### src/rtl/accel_pkg.sv
// accel_pkg: shared widths, FSM states, saturation helper and default thresholds for the shot detector
package accel_pkg;
  localparam int SAMPLE_W = 12;
  localparam int SHOT_THRESH_DEF = 300;
  localparam int REARM_THRESH_DEF = 100;
  localparam int SHOT_TIMEOUT_DEF = 200;
  localparam int COOLDOWN_SAMPLES_DEF = 8;
  typedef enum logic [1:0] {CAL = 2'd0, IDLE = 2'd1, RISE = 2'd2, COOLDOWN = 2'd3} state_t;
  function automatic logic signed [SAMPLE_W-1:0] sat12(input logic signed [SAMPLE_W:0] v);
    return (v[SAMPLE_W] != v[SAMPLE_W-1]) ? (v[SAMPLE_W] ? 12'sh800 : 12'sh7FF) : v[SAMPLE_W-1:0];
  endfunction
endpackage

### src/rtl/accel_shot_detector_if.sv
// accel_shot_detector_if: raw X/Y sample words and strobes from the ADXL362 reader (master drives, slave consumes)
interface accel_shot_detector_if;
  logic [15:0] x_raw;
  logic [15:0] y_raw;
  logic x_valid;
  logic y_valid;
  modport master(output x_raw, x_valid, y_raw, y_valid);
  modport slave(input x_raw, x_valid, y_raw, y_valid);
endinterface

### src/rtl/axis_moving_avg.sv
// axis_moving_avg: power-of-2 window moving average of signed 12-bit samples, one-cycle latency
// Ports: iclk, rst (sync, active high), clr (zero window), in_valid/in_data, out_valid/out_data
module axis_moving_avg #(
  parameter int AVG_LOG2 = 2
) (
  input  logic               iclk,
  input  logic               rst,
  input  logic               clr,
  input  logic               in_valid,
  input  logic signed [11:0] in_data,
  output logic               out_valid,
  output logic signed [11:0] out_data
);
  localparam int N = 1 << AVG_LOG2;
  localparam int SW = 12 + AVG_LOG2;
  logic signed [11:0] win [N];
  logic signed [SW-1:0] sum, sum_n;
  assign sum_n = sum + SW'(in_data) - SW'(win[N-1]);
  always_ff @(posedge iclk) begin
    if (rst || clr) begin
      win <= '{default: '0};
      sum <= '0;
      out_valid <= 1'b0;
      out_data <= '0;
    end else begin
      out_valid <= in_valid;
      if (in_valid) begin
        win[0] <= in_data;
        for (int i = 1; i < N; i++) win[i] <= win[i-1];
        sum <= sum_n;
        out_data <= 12'(sum_n >>> AVG_LOG2);
      end
    end
  end
endmodule

### src/rtl/accel_shot_detector.sv
// accel_shot_detector: zero-offset calibration, per-axis moving average and flick FSM emitting shot events
// Ports: iclk, rst (sync, active high); bus (slave: x_raw/x_valid, y_raw/y_valid);
//   x_filt/y_filt/filt_valid filtered pair; cal_done; shot_pulse/shot_power/shot_angle; state_dbg.
// Macro ACCEL_RECAL_EN adds input recal: restarts calibration without touching the last shot values.
module accel_shot_detector
  import accel_pkg::*;
#(
  parameter int CAL_LOG2 = 4,
  parameter int AVG_LOG2 = 2,
  parameter int SHOT_THRESH = SHOT_THRESH_DEF,
  parameter int REARM_THRESH = REARM_THRESH_DEF,
  parameter int SHOT_TIMEOUT = SHOT_TIMEOUT_DEF,
  parameter int COOLDOWN_SAMPLES = COOLDOWN_SAMPLES_DEF
) (
  input  logic                       iclk,
  input  logic                       rst,
`ifdef ACCEL_RECAL_EN
  input  logic                       recal,
`endif
  accel_shot_detector_if.slave       bus,
  output logic signed [SAMPLE_W-1:0] x_filt,
  output logic signed [SAMPLE_W-1:0] y_filt,
  output logic                       filt_valid,
  output logic                       cal_done,
  output logic                       shot_pulse,
  output logic signed [SAMPLE_W-1:0] shot_power,
  output logic signed [SAMPLE_W-1:0] shot_angle,
  output logic [1:0]                 state_dbg
);
  localparam int ACC_W = SAMPLE_W + CAL_LOG2;
  localparam int TW = $clog2(SHOT_TIMEOUT + 1);
  localparam int CW = $clog2(COOLDOWN_SAMPLES + 1);
  localparam logic signed [SAMPLE_W-1:0] SHOT_T = SAMPLE_W'(SHOT_THRESH);
  localparam logic signed [SAMPLE_W-1:0] REARM_T = SAMPLE_W'(REARM_THRESH);
  logic recal_i, x_pending, pair, cal_fin, s1_valid, fx_valid, pulse_n, unused_hi;
  logic signed [SAMPLE_W-1:0] x_lat, px, py, off_x, off_y, d_x, d_y;
  logic signed [SAMPLE_W-1:0] peak, peak_n, angle, angle_n;
  logic signed [ACC_W-1:0] acc_x, acc_y, sum_x, sum_y;
  logic [CAL_LOG2-1:0] cal_cnt;
  logic [TW-1:0] timer, timer_n;
  logic [CW-1:0] cnt, cnt_n;
  state_t state, state_n;
`ifdef ACCEL_RECAL_EN
  assign recal_i = recal;
`else
  assign recal_i = 1'b0;
`endif
  assign unused_hi = ^{bus.x_raw[15:12], bus.y_raw[15:12], fx_valid};
  // a same-cycle x strobe wins over the latched x
  assign px = bus.x_valid ? bus.x_raw[11:0] : x_lat;
  assign py = bus.y_raw[11:0];
  assign pair = bus.y_valid && (x_pending || bus.x_valid);
  assign cal_fin = pair && !cal_done && (cal_cnt == '1);
  assign sum_x = acc_x + ACC_W'(px);
  assign sum_y = acc_y + ACC_W'(py);
  assign state_dbg = state;
  always_ff @(posedge iclk) begin
    if (rst || recal_i) begin
      x_pending <= 1'b0;
      x_lat <= '0;
      acc_x <= '0;
      acc_y <= '0;
      cal_cnt <= '0;
      off_x <= '0;
      off_y <= '0;
      cal_done <= 1'b0;
      s1_valid <= 1'b0;
      d_x <= '0;
      d_y <= '0;
    end else begin
      if (bus.x_valid) x_lat <= px;
      x_pending <= (bus.x_valid || x_pending) && !bus.y_valid;
      if (pair && !cal_done) begin
        acc_x <= sum_x;
        acc_y <= sum_y;
        cal_cnt <= cal_cnt + 1'b1;
      end
      if (cal_fin) begin
        off_x <= SAMPLE_W'(sum_x >>> CAL_LOG2);
        off_y <= SAMPLE_W'(sum_y >>> CAL_LOG2);
        cal_done <= 1'b1;
      end
      s1_valid <= pair && cal_done;
      if (pair && cal_done) begin
        d_x <= sat12(13'(px) - 13'(off_x));
        d_y <= sat12(13'(py) - 13'(off_y));
      end
    end
  end
  axis_moving_avg #(.AVG_LOG2(AVG_LOG2)) u_avg_x (
    .iclk(iclk), .rst(rst), .clr(cal_fin || recal_i), .in_valid(s1_valid), .in_data(d_x),
    .out_valid(fx_valid), .out_data(x_filt)
  );
  axis_moving_avg #(.AVG_LOG2(AVG_LOG2)) u_avg_y (
    .iclk(iclk), .rst(rst), .clr(cal_fin || recal_i), .in_valid(s1_valid), .in_data(d_y),
    .out_valid(filt_valid), .out_data(y_filt)
  );
  always_comb begin
    state_n = state;
    peak_n = peak;
    angle_n = angle;
    timer_n = timer;
    cnt_n = cnt;
    pulse_n = 1'b0;
    if (state == CAL) state_n = cal_fin ? IDLE : CAL;
    else if (filt_valid) begin
      if (state == IDLE && y_filt >= SHOT_T) begin
        state_n = RISE;
        peak_n = y_filt;
        angle_n = x_filt;
        timer_n = '0;
      end
      if (state == RISE) begin
        timer_n = timer + 1'b1;
        if (y_filt > peak) begin
          peak_n = y_filt;
          angle_n = x_filt;
        end
        if (y_filt < REARM_T) begin
          pulse_n = 1'b1;
          state_n = COOLDOWN;
          cnt_n = '0;
        end else if (timer == TW'(SHOT_TIMEOUT - 1)) begin
          state_n = COOLDOWN;
          cnt_n = '0;
        end
      end
      if (state == COOLDOWN) begin
        cnt_n = (y_filt < REARM_T) ? cnt + 1'b1 : '0;
        state_n = (cnt_n == CW'(COOLDOWN_SAMPLES)) ? IDLE : COOLDOWN;
      end
    end
  end
  always_ff @(posedge iclk) begin
    if (rst || recal_i) begin
      state <= CAL;
      peak <= '0;
      angle <= '0;
      timer <= '0;
      cnt <= '0;
      shot_pulse <= 1'b0;
    end else begin
      state <= state_n;
      peak <= peak_n;
      angle <= angle_n;
      timer <= timer_n;
      cnt <= cnt_n;
      shot_pulse <= pulse_n;
    end
  end
  // shot results survive recalibration, only rst clears them
  always_ff @(posedge iclk) begin
    if (rst) begin
      shot_power <= '0;
      shot_angle <= '0;
    end else if (pulse_n && !recal_i) begin
      shot_power <= peak;
      shot_angle <= angle;
    end
  end
endmodule

### src/flat_wrapper.sv
// flat-port wrapper written by rule: the top's interface ports become plain ports
module accel_shot_detector_flat import accel_pkg::*;
#(
  parameter int CAL_LOG2 = 4,
  parameter int AVG_LOG2 = 2,
  parameter int SHOT_THRESH = SHOT_THRESH_DEF,
  parameter int REARM_THRESH = REARM_THRESH_DEF,
  parameter int SHOT_TIMEOUT = SHOT_TIMEOUT_DEF,
  parameter int COOLDOWN_SAMPLES = COOLDOWN_SAMPLES_DEF
)
  (iclk, rst, x_filt, y_filt, filt_valid, cal_done, shot_pulse, shot_power, shot_angle, state_dbg, bus_x_raw, bus_x_valid, bus_y_raw, bus_y_valid);
  accel_shot_detector_if bus_i ();
  input  logic iclk;
  input  logic rst;
  output logic signed [SAMPLE_W-1:0] x_filt;
  output logic signed [SAMPLE_W-1:0] y_filt;
  output logic filt_valid;
  output logic cal_done;
  output logic shot_pulse;
  output logic signed [SAMPLE_W-1:0] shot_power;
  output logic signed [SAMPLE_W-1:0] shot_angle;
  output logic [1:0] state_dbg;
  input wire logic [$bits(bus_i.x_raw)-1:0] bus_x_raw;
  input wire logic [$bits(bus_i.x_valid)-1:0] bus_x_valid;
  input wire logic [$bits(bus_i.y_raw)-1:0] bus_y_raw;
  input wire logic [$bits(bus_i.y_valid)-1:0] bus_y_valid;
  assign bus_i.x_raw = bus_x_raw;
  assign bus_i.x_valid = bus_x_valid;
  assign bus_i.y_raw = bus_y_raw;
  assign bus_i.y_valid = bus_y_valid;
  accel_shot_detector #(.CAL_LOG2(CAL_LOG2), .AVG_LOG2(AVG_LOG2), .SHOT_THRESH(SHOT_THRESH), .REARM_THRESH(REARM_THRESH), .SHOT_TIMEOUT(SHOT_TIMEOUT), .COOLDOWN_SAMPLES(COOLDOWN_SAMPLES)) u_core (.iclk(iclk), .rst(rst), .bus(bus_i), .x_filt(x_filt), .y_filt(y_filt), .filt_valid(filt_valid), .cal_done(cal_done), .shot_pulse(shot_pulse), .shot_power(shot_power), .shot_angle(shot_angle), .state_dbg(state_dbg));
endmodule
### config.mk
export PLATFORM = sky130hd
export DESIGN_NAME = accel_shot_detector_flat
export DESIGN_NICKNAME = d
export VERILOG_FILES = /design/src/rtl/accel_pkg.sv /design/src/rtl/accel_shot_detector_if.sv /design/src/rtl/axis_moving_avg.sv /design/src/rtl/accel_shot_detector.sv /design/src/flat_wrapper.sv
export SDC_FILE = /design/constraint.sdc
export NUM_CORES = 1
export LEC_CHECK = 0
export ABC_AREA = 1
export CAP_MARGIN = 15
export CORE_AREA = 2 2 165 167
export DETAILED_ROUTE_END_ITERATION = 8
export DIE_AREA = 0 0 167 169
export PLACE_DENSITY = 0.89
export SETUP_SLACK_MARGIN = 0.15
export SLEW_MARGIN = 20
export SYNTH_ARGS = -nofsm -noshare
export SYNTH_HDL_FRONTEND = slang
export SYNTH_SLANG_ARGS = --single-unit
### constraint.sdc
create_clock -name iclk -period 3.4 [get_ports iclk]
set_input_delay 0.68 -clock iclk [delete_from_list [all_inputs] [get_ports iclk]]
set_output_delay 0.68 -clock iclk [all_outputs]
set_load 0.005 [all_outputs]
# Yosys cells after proc, flatten, opt, wreduce, memory -nomap -nowiden
# Cells that the tools add are included.
[totals] reg_bits=311 inputBits=36 out_inout_bits=53 elab_cells=104
[classes] addsub=11 n_lt_le_gt_ge=3 eq_ne=8 muxes=31 bitwise=1 n_reduce_logical=18
[op_table] operator="$mux W12" count=11
[op_table] operator="$add A16 B12 Y16" count=2
[op_table] operator="$add A14 B12 Y14" count=2
[op_table] operator="$sub A14 B12 Y14" count=2
[op_table] operator="$sub A12 B12 Y13" count=2
[op_table] operator="$mux W4" count=5
[op_table] operator="$mux W2" count=8
[op_table] operator="$mux W8" count=2
[op_table] operator="$ge A12 B10 Y1 const B" count=1
[op_table] operator="$gt A12 B12 Y1" count=1
[op_table] operator="$lt A12 B8 Y1 const B" count=1
[op_table] operator="$add A4 B1 Y4 const B" count=2
[op_table] operator="$add A8 B1 Y8 const B" count=1
[op_table] operator="$eq A4 B4 Y1 const B" count=2
[op_table] operator="$eq A8 B8 Y1 const B" count=1
[op_table] operator="$logic_and A1 B1 Y1" count=6
[op_table] operator="$reduce_bool A2 Y1" count=3
[op_table] operator="$mux W1" count=5
[op_table] operator="$eq A2 B2 Y1 const B" count=2
[op_table] operator="$reduce_and A4 Y1" count=1
[op_table] operator="$reduce_and A3 Y1" count=1
[op_table] operator="$reduce_bool A3 Y1" count=1
[op_table] operator="$eq A2 B1 Y1 const B" count=1
[op_table] operator="$logic_not A1 Y1" count=2
[op_table] operator="other kinds (5)" count=7

# Longest topological paths before layout
[logic_depth] depth_word=9 mapped_depth=19 ltp_nobuf=18

# Hierarchy
# From an unflattened synthesis, not the netlist that was laid out.
[unflattened] cells_unflattened=2341 area_unflattened_um2=16425.8
[modules_own_cells] module="accel_shot_detector" n_inst=1 cells_per_inst=1350 area_per_inst_um2=9445.3 seq_area_each_um2=3243.1
[modules_own_cells] module="axis_moving_avg (u_core.u_avg_x)" n_inst=1 cells_per_inst=495 area_per_inst_um2=3499.6 seq_area_each_um2=1261.2
[modules_own_cells] module="axis_moving_avg (u_core.u_avg_y)" n_inst=1 cells_per_inst=496 area_per_inst_um2=3480.8 seq_area_each_um2=1261.2

# Least setup slack after synthesis
# Ideal clock, no wire load.
[synth_timing] path_kind="in2reg" start="input bus_x_valid" end="register u_core.d_x[10]" setup_ns=0.122 t_arrival_ns=2.820 t_required_ns=3.278 setup_slack_ns=0.458 path_stages=15 path_buffers=2 cell_sequence="inv_1 > clkbuf_1 > or2_2 > o21ai_0 > ha_1 > fa_1 > o21ai_2 > nand3_1 > nand3_1 > nand2_1 > nand2_1 > nor2_1 > nor2_1 > buf_2 > a21oi_1"
[synth_via] elab_chain_len=4 word_cells_on_any_way=8 classes_between="add/sub (1); eq/ne (1); mux (3); reduce/logical (3)"
[synth_rtl] item="start: declaration" line_no="flat_wrapper.sv:24" rtl="input wire logic [$bits(bus_i.x_valid)-1:0] bus_x_valid;"
[synth_rtl] item="$mux W12" line_no="accel_shot_detector.sv:50" rtl="assign px = bus.x_valid ? bus.x_raw[11:0] : x_lat;"
[synth_rtl] item="$sub A12 B12 Y13" line_no="accel_shot_detector.sv:85" rtl="d_x <= sat12(13'(px) - 13'(off_x));"
[synth_rtl] item="$mux W12 or $ne A1 B1 Y1 (tied branches)" line_no="accel_pkg.sv:10" rtl="return (v[SAMPLE_W] != v[SAMPLE_W-1]) ? (v[SAMPLE_W] ? 12'sh800 : 12'sh7FF) : v[SAMPLE_W-1:0];"
[synth_rtl] item="$mux W12" line_no="accel_pkg.sv:10"
[synth_rtl] item="end signal: assignment" line_no="accel_shot_detector.sv:85"
[synth_rtl] item="end: declaration" line_no="accel_shot_detector.sv:36" rtl="logic signed [SAMPLE_W-1:0] x_lat, px, py, off_x, off_y, d_x, d_y;"
# Parallel ways exist; a longest one is shown, timed or not.
# A chain may end at the register's enable or synchronous reset.

# Worst setup path after layout
[layout_timing] start="input bus_x_valid" end="register u_core.acc_x[5]"
[layout_via] word_cells_on_any_way=5 classes_between="add/sub (1); mux (1); reduce/logical (3)"
[layout_lines] item="$mux W12" line_no="accel_shot_detector.sv:50"
[layout_lines] item="net u_core.px[1]" line_no="accel_shot_detector.sv:36"
[layout_lines] item="$add A16 B12 Y16" line_no="accel_shot_detector.sv:54" rtl="assign sum_x = acc_x + ACC_W'(px);"
[layout_lines] item="end signal: assignment" line_no="accel_shot_detector.sv:74" rtl="acc_x <= sum_x;"
[layout_lines] item="end: declaration" line_no="accel_shot_detector.sv:38" rtl="logic signed [ACC_W-1:0] acc_x, acc_y, sum_x, sum_y;"
# The timed path passes the listed nets, and every way through them passes these cells.

==> flow_metrics.env <==
export IMPL_dieArea_mm2=0.0282
export IMPL_synth_fp_nets=2422
export IMPL_worst_slew_pin_slew_ns=0.919
export IMPL_wire_per_inst_um=13.7
export IMPL_crit_top_cell="inv_1"
export IMPL_cts_inserted_buffers=30
export IMPL_reg2reg_depth=13
export IMPL_cap_violations=0
export IMPL_postCtsSetupRepairBufs=0
export IMPL_clkPwrFrac_pct=45.2
export IMPL_core_mm2=0.0265
export IMPL_fmax_ghz=0.340
export IMPL_synth_cell_types=39
export IMPL_utilization_pct=67.7
export IMPL_fp_dieH_um=169
export IMPL_worstPathArrival_ns=3.40
export IMPL_final_common_cell="nand2_1"
export IMPL_crit_chain="clkdlybuf4s50_1 > inv_1 > or2_2 > o21ai_0 > inv_1 > ha_1 > a21oi_1 > o21ai_0 > a21oi_1 > buf_4 > xor2_1 > nand2_1 > o211ai_1 > inv_1"
export IMPL_p_leak_nw=8.20
export IMPL_timing_rr_end="u_core.u_avg_x.out_data[9]"
export IMPL_end_kind="flop"
export IMPL_met1_length_um=16000
export IMPL_ys_flop_type="dfxtp_1"
export IMPL_finalSetupViolations=0
export IMPL_synth_cells=2259
export IMPL_dr_first_iter_drc_count=980
export IMPL_sw_frac_of_total_pct=24.4
export IMPL_crit_end="u_core.acc_x[5]"
export IMPL_worstHoldPathType="reg -> reg"
export IMPL_finalHoldViolations=0
export IMPL_io_pins=89
export IMPL_wl_met3_um=1700
export IMPL_crit_type="in -> reg"
export IMPL_fin_ws_ns=0.455
export IMPL_ant_nets=0
export IMPL_p_total_mw=7.79
export IMPL_fill_cells=2160
export IMPL_grt_overflow=0
export IMPL_place_gp_congestion=0.935
export IMPL_dpl_cell_area_mm2=0.0169
export IMPL_finClkSkew_ns=0.0144
export IMPL_p_comb_share_pct=10.7
export IMPL_num_vias=14300
export IMPL_seqPwrFrac_pct=44.1
export IMPL_grtUsageTotal_pct=25.5
export IMPL_relSlewSlack_pct=38.7
export IMPL_grt_pass1_vias=13500
export IMPL_diodes=0
export IMPL_hold_ws_ns=0.456
export IMPL_port_buffers=80
export IMPL_ys_ff_latch=287
export IMPL_cts_hold_fix_buffers=0
export IMPL_cts_sinks=287
export IMPL_reg2reg_slack_ns=0.71
export IMPL_crit_path_start="bus_x_valid"
export IMPL_start_util_pct=60.3
export IMPL_drc=0
export IMPL_clockBufferDepth=3
export IMPL_async_flop_share_pct=0
export IMPL_clk_latency_ns=0.56
export IMPL_grt_pass1_wl_um=61600
export IMPL_wl_met2_um=17500
export IMPL_timing_final_crit_share_pct=86.6
export IMPL_finalNetCount=2455
export IMPL_outcome="completed"
export IMPL_dp_hpwl_um=25700
export IMPL_p_per_area_mw_per_mm2=434
export IMPL_cts_clk_slew_worst_paths_ns=0.06
export IMPL_area_delta_synth_final_pct=12.3
export IMPL_dp_cells=2601
export IMPL_final_layout_size_suffix_gt1_share_pct=4.71
export IMPL_internal_power_mw=5.89
export IMPL_finalCriticalPeriod_ns=2.95
export IMPL_final_cell_mix="nand2_1, inv_1, dfxtp_1"
export IMPL_wl_um=36300
export IMPL_drv_slew=0
export IMPL_synth_edf_count=0
export IMPL_rows=60
export IMPL_cts_tree="yes"
export IMPL_rsz0062_at_grt="false"
export IMPL_cp_max_fo=4
export IMPL_ir_drop_v=0.000349
export IMPL_fin_cells=2655
export IMPL_grt_max_degree=120
export IMPL_routed_top_layer="met4"
export IMPL_antenna_found_initial=0
export IMPL_syn_area_per_cell_um2=7.07
export IMPL_cts_resized=0
export IMPL_r2r_start="u_core.u_avg_x.out_data[1]"
export IMPL_post_place_ws_ns=-0.0559
export IMPL_switching_power_mw=1.90
export IMPL_required_ns=3.85
export IMPL_dr_pass1_iters=7
export IMPL_tns_ns=0
export IMPL_critPathSlowestCell="clkdlybuf4s50_1"
export IMPL_synth_area_mm2=0.0160
export IMPL_startpoint_type="primary input"
export IMPL_fin_area_mm2=0.0179
export IMPL_crit_path_max_incr_delay_ns=0.49
export IMPL_chipWidth_um=167
export IMPL_yosysWarnings=0
export IMPL_ys_seq_area_share_pct=36.0
export IMPL_viasPerCell=5.39
export IMPL_htreeDepth=1
export IMPL_cts_root_buf="clkbuf_16"
==> worst min path at each step <==
stage	startpoint	to	slack (ns)	cells past startpoint
final	u_core.off_y[5]	u_core.off_y[5]	0.46	2
after global routing	u_core.u_avg_x.win[31]	u_core.u_avg_x.win[31]	0.48	2
after CTS	u_core.off_y[5]	u_core.off_y[5]	0.46	2
after detailed placement	u_core.off_y[5]	u_core.off_y[5]	0.45	2
after global placement	u_core.off_y[5]	u_core.off_y[5]	0.44	2
after floorplan	u_core.off_x[5]	u_core.off_x[5]	0.43	2
==> power by group through the flow <==
stage	Combinational (mW)	Sequential, mW	Clock (mW)
2_1_floorplan	0.605	3.50	0
3_3_place_gp	0.796	3.50	0
3_5_place_dp	0.817	3.50	0
4_1_cts	0.824	3.43	3.55
5_1_grt	0.942	3.43	3.70
6_report	0.835	3.43	3.52
==> final cells by class <==
| class | instances | area (µm²) | area share [%] |
|---|---|---|---|
| clock buffers | 43 | 881 | 4.91 |
| multi-input cells | 1531 | 8410 | 46.9 |
| inverters | 333 | 1250 | 6.97 |
| repair buffers | 109 | 1030 | 5.74 |
| clock inverters | 11 | 189 | 1.05 |
| well taps | 341 | 427 | 2.38 |
| flip-flops and latches | 287 | 5750 | 32.0 |
==> cell families after synthesis <==
| kind of cell | count (synthesis) | synth area share (%) |
|---|---|---|
| flops | 287 | 36.0 |
| fa+ha+maj | 127 | 11.4 |
| simple gates | 911 | 23.2 |
| buf+inv | 441 | 11.4 |
| xor+xnor | 59 | 3.23 |
| compound gates | 434 | 14.8 |
==> flip-flops by register name, summed over array words and instances (netlist names), 16 cells and up <==
signal,cells
u_core.acc_y,16
u_core.acc_x,16
u_core.u_avg_y.win,48
u_core.u_avg_x.win,48
==> metal layers <==
layer,global-route usage (%),vias up
met2,45.0,376
li1,-,7247
met5,0,-
met1,32.5,6596
met3,3.09,85
met4,8.21,0
==> cell usage after synthesis (26+ instances only) <==
cell type,number,area (µm²)
inv_1,330,1240
ha_1,97,1210
buf_4,33,248
o21ai_0,82,410
nand3_1,94,470
dfxtp_1,287,5750
xor2_1,33,289
nor2_1,149,559
fa_1,30,601
a21oi_1,264,1320
clkbuf_1,51,191
xnor2_1,26,228
nand2_1,601,2260
==> worst max-delay path, delay by kind of cell <==
| family | cells | cell delay [ns] |
|---|---|---|
| and+or+nand+nor | 2 | 0.35 |
| adders and majority gates | 1 | 0.30 |
| AOI/OAI and AO/OA | 5 | 0.90 |
| xor gates and xnor gates | 1 | 0.20 |
| buffers and inverters | 5 | 0.95 |
(Power assumes the default switching activity.)
